## src/rtl/pipeline_ctrl.sv

```systemverilog
// -----------------------------------------------------------------------------
// pipeline_ctrl
//
// Hazard and stall controller for a 5-stage in-order pipeline. It resolves two
// hazards:
//   * Multi-cycle EX operations (mult/div). These freeze IF, IF/ID and ID/EX,
//     and push bubbles into EX/MEM for DIV_CYCLES consecutive cycles. One DONE
//     cycle then marks the EX result as final.
//   * Load-use hazards. When the load in EX writes a register that ID reads,
//     IF and IF/ID are frozen for one cycle and a bubble goes into ID/EX.
// A multi-cycle hold takes priority over a load-use stall.
//
// Parameters
//   DIV_CYCLES    total EX hold cycles per multi-cycle op (legal 2..64)
//   RegAddrWidth  register address width
//
// Ports
//   clk, rst         clock; synchronous active-high reset
//   ReadMem_EX       EX instruction is a load
//   target_EX        EX destination register
//   raddr_1/2_ID     ID source registers
//   re_1/2_ID        ID actually reads the matching source register
//   mc_start_EX      EX instruction is multi-cycle (held while it sits in EX)
//   stall_clr        clears stall_count (takes priority over increment)
//   is_hold_*        freeze PC / IF/ID / ID/EX
//   is_rst_*         load a bubble into ID/EX / EX/MEM
//   mc_busy          multi-cycle op in progress
//   mc_done          EX result final this cycle
//   stall_count      saturating count of cycles with is_hold_IF=1
//   state_dbg        current FSM state (0=IDLE, 1=BUSY, 2=DONE), for debug
//
// All outputs are decoded from the registered state, cnt, stall_count and the
// current inputs. While rst is high, every 1-bit output is forced to 0.
// -----------------------------------------------------------------------------
module pipeline_ctrl #(
    parameter int DIV_CYCLES   = 32,
    parameter int RegAddrWidth = 5
) (
    input  logic                    clk,
    input  logic                    rst,
    input  logic                    ReadMem_EX,
    input  logic [RegAddrWidth-1:0] target_EX,
    input  logic [RegAddrWidth-1:0] raddr_1_ID,
    input  logic [RegAddrWidth-1:0] raddr_2_ID,
    input  logic                    re_1_ID,
    input  logic                    re_2_ID,
    input  logic                    mc_start_EX,
    input  logic                    stall_clr,
    output logic                    is_hold_IF,
    output logic                    is_hold_IF_ID,
    output logic                    is_hold_ID_EX,
    output logic                    is_rst_ID_EX,
    output logic                    is_rst_EX_MEM,
    output logic                    mc_busy,
    output logic                    mc_done,
    output logic [15:0]             stall_count,
    output logic [1:0]              state_dbg
);

    typedef enum logic [1:0] {
        IDLE = 2'd0,
        BUSY = 2'd1,
        DONE = 2'd2
    } state_t;

    // The IDLE cycle that sees mc_start_EX is the first hold cycle. BUSY then
    // covers the remaining DIV_CYCLES-1, counting cnt from DIV_CYCLES-2 to 0.
    localparam logic [5:0] CNT_LOAD = 6'(DIV_CYCLES - 2);

    state_t      state;
    logic [5:0]  cnt;
    logic [15:0] stall_q;

    logic mc_hold;
    logic load_use;
    logic lu_stall;

    // ------------------------------------------------------------------ FSM
    always_ff @(posedge clk) begin
        if (rst) begin
            state <= IDLE;
            cnt   <= 6'd0;
        end else begin
            case (state)
                IDLE: begin
                    if (mc_start_EX) begin
                        state <= BUSY;
                        cnt   <= CNT_LOAD;
                    end
                end
                BUSY: begin
                    if (cnt == 6'd0) begin
                        state <= DONE;
                    end else begin
                        cnt <= cnt - 6'd1;
                    end
                end
                // DONE ignores mc_start_EX. The finishing instruction is still
                // in EX this cycle and must not retrigger.
                DONE:    state <= IDLE;
                default: state <= IDLE;
            endcase
        end
    end

    // ------------------------------------------------------- hazard decode
    assign mc_hold = !rst && (((state == IDLE) && mc_start_EX) || (state == BUSY));

    // Register 0 is hard-wired to zero, so writing it never creates a hazard.
    assign load_use = ReadMem_EX && (target_EX != '0) &&
                      ((re_1_ID && (raddr_1_ID == target_EX)) ||
                       (re_2_ID && (raddr_2_ID == target_EX)));

    // DONE must leave every hold/rst output low. So a load-use is only
    // honoured outside DONE, and only when no multi-cycle hold is active.
    assign lu_stall = !rst && !mc_hold && (state != DONE) && load_use;

    assign is_hold_IF    = mc_hold || lu_stall;
    assign is_hold_IF_ID = mc_hold || lu_stall;
    assign is_hold_ID_EX = mc_hold;
    assign is_rst_ID_EX  = lu_stall;
    assign is_rst_EX_MEM = mc_hold;
    assign mc_busy       = mc_hold;
    assign mc_done       = !rst && (state == DONE);
    assign state_dbg     = state;

    // -------------------------------------------------------- stall counter
    always_ff @(posedge clk) begin
        if (rst || stall_clr) begin
            stall_q <= 16'd0;
        end else if (is_hold_IF && (stall_q != 16'hFFFF)) begin
            stall_q <= stall_q + 16'd1;
        end
    end

    assign stall_count = stall_q;

endmodule
```

## config.mk

```make
export PLATFORM = sky130hd
export DESIGN_NAME = pipeline_ctrl
export DESIGN_NICKNAME = d
export VERILOG_FILES = /design/src/rtl/pipeline_ctrl.sv
export SDC_FILE = /design/constraint.sdc
export NUM_CORES = 1
export LEC_CHECK = 0
export CAP_MARGIN = 0
export CORE_MARGIN = 2
export CORE_UTILIZATION = 25
export CTS_BUF_LIST = sky130_fd_sc_hd__clkbuf_4
export DETAILED_ROUTE_END_ITERATION = 7
export SETUP_SLACK_MARGIN = 0.2
export SYNTH_ARGS = -nofsm -noshare
export SYNTH_HDL_FRONTEND = slang
export SYNTH_SLANG_ARGS = --single-unit
```

## constraint.sdc

```tcl
create_clock -name clk -period 2.6 [get_ports clk]
set_input_delay 0.26 -clock clk [delete_from_list [all_inputs] [get_ports clk]]
set_output_delay 0.26 -clock clk [all_outputs]
set_load 0.02 [all_outputs]
```

# Word-level counts from Yosys, hierarchy flattened
# Index checks and enable logic that the tools add are counted.
# word_totals
ff_bits	24
input_bits	22
output_inout_bits	25
elab_cells	43
# op_classes
n_addsub	2
eq_ne	9
mux	6
n_reduce_logical	23
# ops
operator	count
adder 16 x 1 -> 16 bit, second input constant	1
inequality test 16 bit, second input constant	1
2-to-1 mux 6 bit	2
case mux 6 bit (2 select lines)	1
logical AND 1 bit	11
== test 5 bit	2
inequality test 2 bit, second input constant	4
zero test 6 bit	1
subtractor 6 x 1 -> 6 bit, second input constant	1
nonzero test 5 bit	1
logical OR 1 bit	4
2-to-1 mux 2 bit	2
case mux 2 bit (2 select lines)	1
AND reduction 3 bit	1
== test 2 x 1 -> 1 bit, second input constant	1
== test 2 bit, second input constant	1
zero test 1 bit	2
zero test 2 bit	1
AND reduction 2 bit	1
nonzero test 2 bit	1

# Longest topological paths before layout
# Gate-level depths: netlist of the first run.
# logic_depth
depth_word	10
ltp_mapped	8
ltp_nobuf	7

# Least setup slack after synthesis of the first run
# OpenSTA, ideal clock, no wires.
# synth_path
kind	register to output
startpoint	register state[0], in the netlist state_dbg[0]
endpoint	output is_hold_IF_ID
arrival_ns	1.681
required_ns	2.340
setup_slack_ns	0.659
path_stages_with_launch	9
path_buffers	3
path_cell_list	dfxtp_1 buf_2 o21bai_1 nand2b_1 inv_1 a21oi_2 buf_6 inv_1 buf_4
# synth_via
elab_chain_cells	9
word_cells_on_any_way	11
classes_between	eq/ne: 2; reduce/logical: 9
# synth_lines
item	line_no	text
start, declared	70	state_t state;
start signal, assigned	81	state <= IDLE;
start signal, assigned	87	state <= BUSY;
start signal, assigned	93	state <= DONE;
zero test 2 bit	107	assign mc_hold = !rst && (((state == IDLE) && mc_start_EX) || (state == BUSY));
logical AND 1 bit	107	
logical OR 1 bit (*)	107	
logical AND 1 bit (*)	107	
named net is_hold_ID_EX	51	output logic is_hold_ID_EX,
zero test 1 bit	116	assign lu_stall = !rst && !mc_hold && (state != DONE) && load_use;
logical AND 1 bit (3 in a row)	116	
logical OR 1 bit (*)	--	
end, declared	50	output logic is_hold_IF_ID,
# Mark *: on every way through the listed nets, which the timed path passes. The rest lies on a longest branch.

# Final worst setup path of the first run
# layout_path
startpoint	register state[0], in the netlist state_dbg[0]
endpoint	output is_hold_ID_EX
# layout_via
elab_chain_cells	4
word_cells_on_any_way	5
classes_between	eq/ne: 1; reduce/logical: 4
# layout_lines
item	line_no
zero test 2 bit	107
logical AND 1 bit	107
logical OR 1 bit (*)	107
logical AND 1 bit (*)	107
end, declared	51
# Every way passes the cells marked *; elsewhere a longest branch is shown, timed or not.

==> results of run 1 <==
-- metrics by stage --
stage          hold slack [ns]  setup WS [ns]  total power, mW  utilization  area [um2]
6_report                 0.496          0.324            0.929        0.364        2020
5_1_grt                  0.516          0.214            0.980        0.364        2020
3_3_place_gp             0.482          0.132            0.662        0.355        1970
3_5_place_dp             0.477          0.124            0.662        0.355        1970
2_1_floorplan            0.439          0.659            0.580            -        1450
4_1_cts                  0.501          0.202            0.942        0.364        2020
-- sequential cells by signal, summed over array words and instances, names as in the netlist --
register     count
stall_count     16
cnt              6
state_dbg        2
-- worst max-delay path, cell delays in order, from the launching register on --
cell and delay, ns:
dfxtp_1 0.53, o21bai_1 0.16, nand2b_1 0.22, inv_1 0.17, clkdlybuf4s50_1 0.63
-- cell families after synthesis --
| logic type | synth area share |
|---|---|
| mux | 0.0147 |
| simple gates | 0.306 |
| xor+xnor | 0.0906 |
| flops | 0.331 |
| buf+inv | 0.0578 |
| fa+ha+maj | 0.0259 |
| compound gates | 0.173 |
-- placed cells by master (no fill, tap or decap), drive strengths merged, types with 2 or more instances in the layout --
cell and instances:
ha 3, nor3 4, xnor2 11, clkdlybuf4s50 43
dfxtp 24, a21oi 17, nand4 5, o31ai 4
o21ai 8, and3 4, nand2b 2, or4 7
nor3b 2, o21bai 2, dlygate4sd2 2, and4 3
clkbuf 3, or3 7, buf 3, nand3 6
nor2 17, inv 7, nand2 18, xor2 4
-- cell usage after synthesis (5+ instances only) --
master / instances
dfxtp_1: 24
a21oi_1: 15
or4_1: 6
or3_1: 7
nand2_1: 18
nor2_1: 16
xnor2_1: 11
o21ai_0: 5
nand4_1: 5
inv_1: 7
nand3_1: 6
-- final cells by class --
class                      count  area [um2]
tap                           72        90.1
inverter                       7        26.3
sequential                    24         482
multi-input combinational    137         886
clock inverter                 1        30.0
fill                         601        3520
timing repair buffer          49         483
clock buffer                   3        22.5
-- power by group through the flow --
stage | Clock (mW) | Sequential (mW) | Combinational [mW]
after global routing | 0.300 | 0.418 | 0.262
final | 0.278 | 0.414 | 0.237
after detailed placement | 0 | 0.422 | 0.240
after floorplan | 0 | 0.419 | 0.162
after global placement | 0 | 0.422 | 0.240
after CTS | 0.289 | 0.414 | 0.239
-- routing by layer --
layer  up-vias  wire [um]  track usage
li1        728          -            -
met1       660       1690        0.142
met2        22       1720        0.196
met3         2        151       0.0303
met4         0         16       0.0153
met5         -          0            0
-- worst max path at each step --
stage	from	to	slack [ns]
detailed placement	target_EX[1]	is_hold_IF_ID	0.12
global placement	target_EX[1]	is_hold_IF_ID	0.13
CTS	target_EX[1]	is_rst_ID_EX	0.20
finish	state_dbg[0]	is_hold_ID_EX	0.32
global route	state_dbg[0]	is_hold_ID_EX	0.21
floorplan	state_dbg[0]	is_hold_IF_ID	0.66
==> metrics.txt, run 1 <==
outcome=finished clean; Cells after Synth=176; Post-CTS Setup Bufs=0; Pre-antenna DRT Iters=4; Max FO, Critical Path=9; clock power share=0.299; drt wl/cell=12.2 um; Sinks on Clock Net=24; critical path type=flip-flop to primary output; R2R Setup Slk=0.49 ns; FF+latch count, synth=24; gpl congestion=just under 0.8; top_reg_cell synth=dfxtp_1; Synth top area share=0.331; GR Overflow Total=0; period utilisation layout=0.875; Num CTS Buffers=3; Worst EP required=between 2 and 2.5 ns; quantity of hold-fixing buffers added after cts=0; Cells after DPL=289; Core ar.=between 5000 and 6000 um2; Area Overhead vs Synth=39.3%; CP endpoint kind=primary output; maximum vdd drop=0.354 mV; remaining antenna violation count=0; die area=between 6000 and 7000 um2; nature of the critical path startpoint=flip-flop; Synth async-reset ratio=0; post-cts resize count=2; RSZ-0062 raised after global routing=no; Hold Crit Class=flip-flop to flip-flop; fin crit period=2.28 ns; final setup violation count=0; Final #Nets=247; largest net degree at the start of global routing=17; Distinct cells, synth=42; Hold Path Depth=2; vias in the first global route=1293; Worst Tran Pin Value=0.436 ns; HPWL after detailed placement=2780 um; I/O Pins=between 40 and 50; Ant. Diodes=0; worst-case reg-to-reg path depth=8; GRT Total Usage=0.112; CTS H-Tree Depth=1; leakage power=0.691 nW; Max Root-Sink Buffers=2; post-synthesis sequential area ratio=0.331; Avg Cell Area, Syn=just over 8 um2; final hold violation count=0; Pint=0.665 mW; Clk Tree Root Cell=clkbuf_4; 1st-iter DRT viols=35; Synth area leaders=dfxtp_1 (33%), xnor2_1 (6.6%), a21oi_1 (5.2%), nand2_1 (4.7%), nor2_1 (4.1%); combinational share of power=0.255; Cell Rows=27; via density per instance=4.82; Sw Share=0.285; pwr/cell area=around 460 nW/um2; synthesized cell area=1450 um2; Die Ht=~80 um; Die Wd=80.2 um; hold path start=stall_count[7]; FF-to-FF End=stall_count[10]; Post-synth EDFFs=0; Max Cap Viol=0; DRC errors left=0; TritonCTS clock tree=built; clk_skew=0.0166 ns; Net Sw Power=between 0.2 and 0.3 mW; Yosys top cell by area=dfxtp_1; Post-Route WL=3580 um; initial antenna violation count=0; hold-critical path endpoint=stall_count[7]; sequential power share=0.446; first-pass GRT wire length=between 5000 and 6000 um; Port-buffer cells=46; Final Max Slew Viols=0; layout cells sized above 1=0.0860; fin cells=about 290; Slew headroom=0.709; arrival time worst endpoint=2.02 ns; worst r2r src=stall_count[0]; setup_tns=0 ns; worst skew pair latency=0.33 ns; Mapped Nets=201; via count=1412; Initial Utilization=0.262; maximum clock rate=0.439 GHz; Reg clk slew, reported paths=0.15 ns; Yosys warnings=0
Power figures use the tool's default switching activity.
==> run 2: changes to the inputs <==
CAP_MARGIN = 20   (was 0)
==> results of run 2 <==
No change in the layout: final DEF, timing and power equal those of run 1.
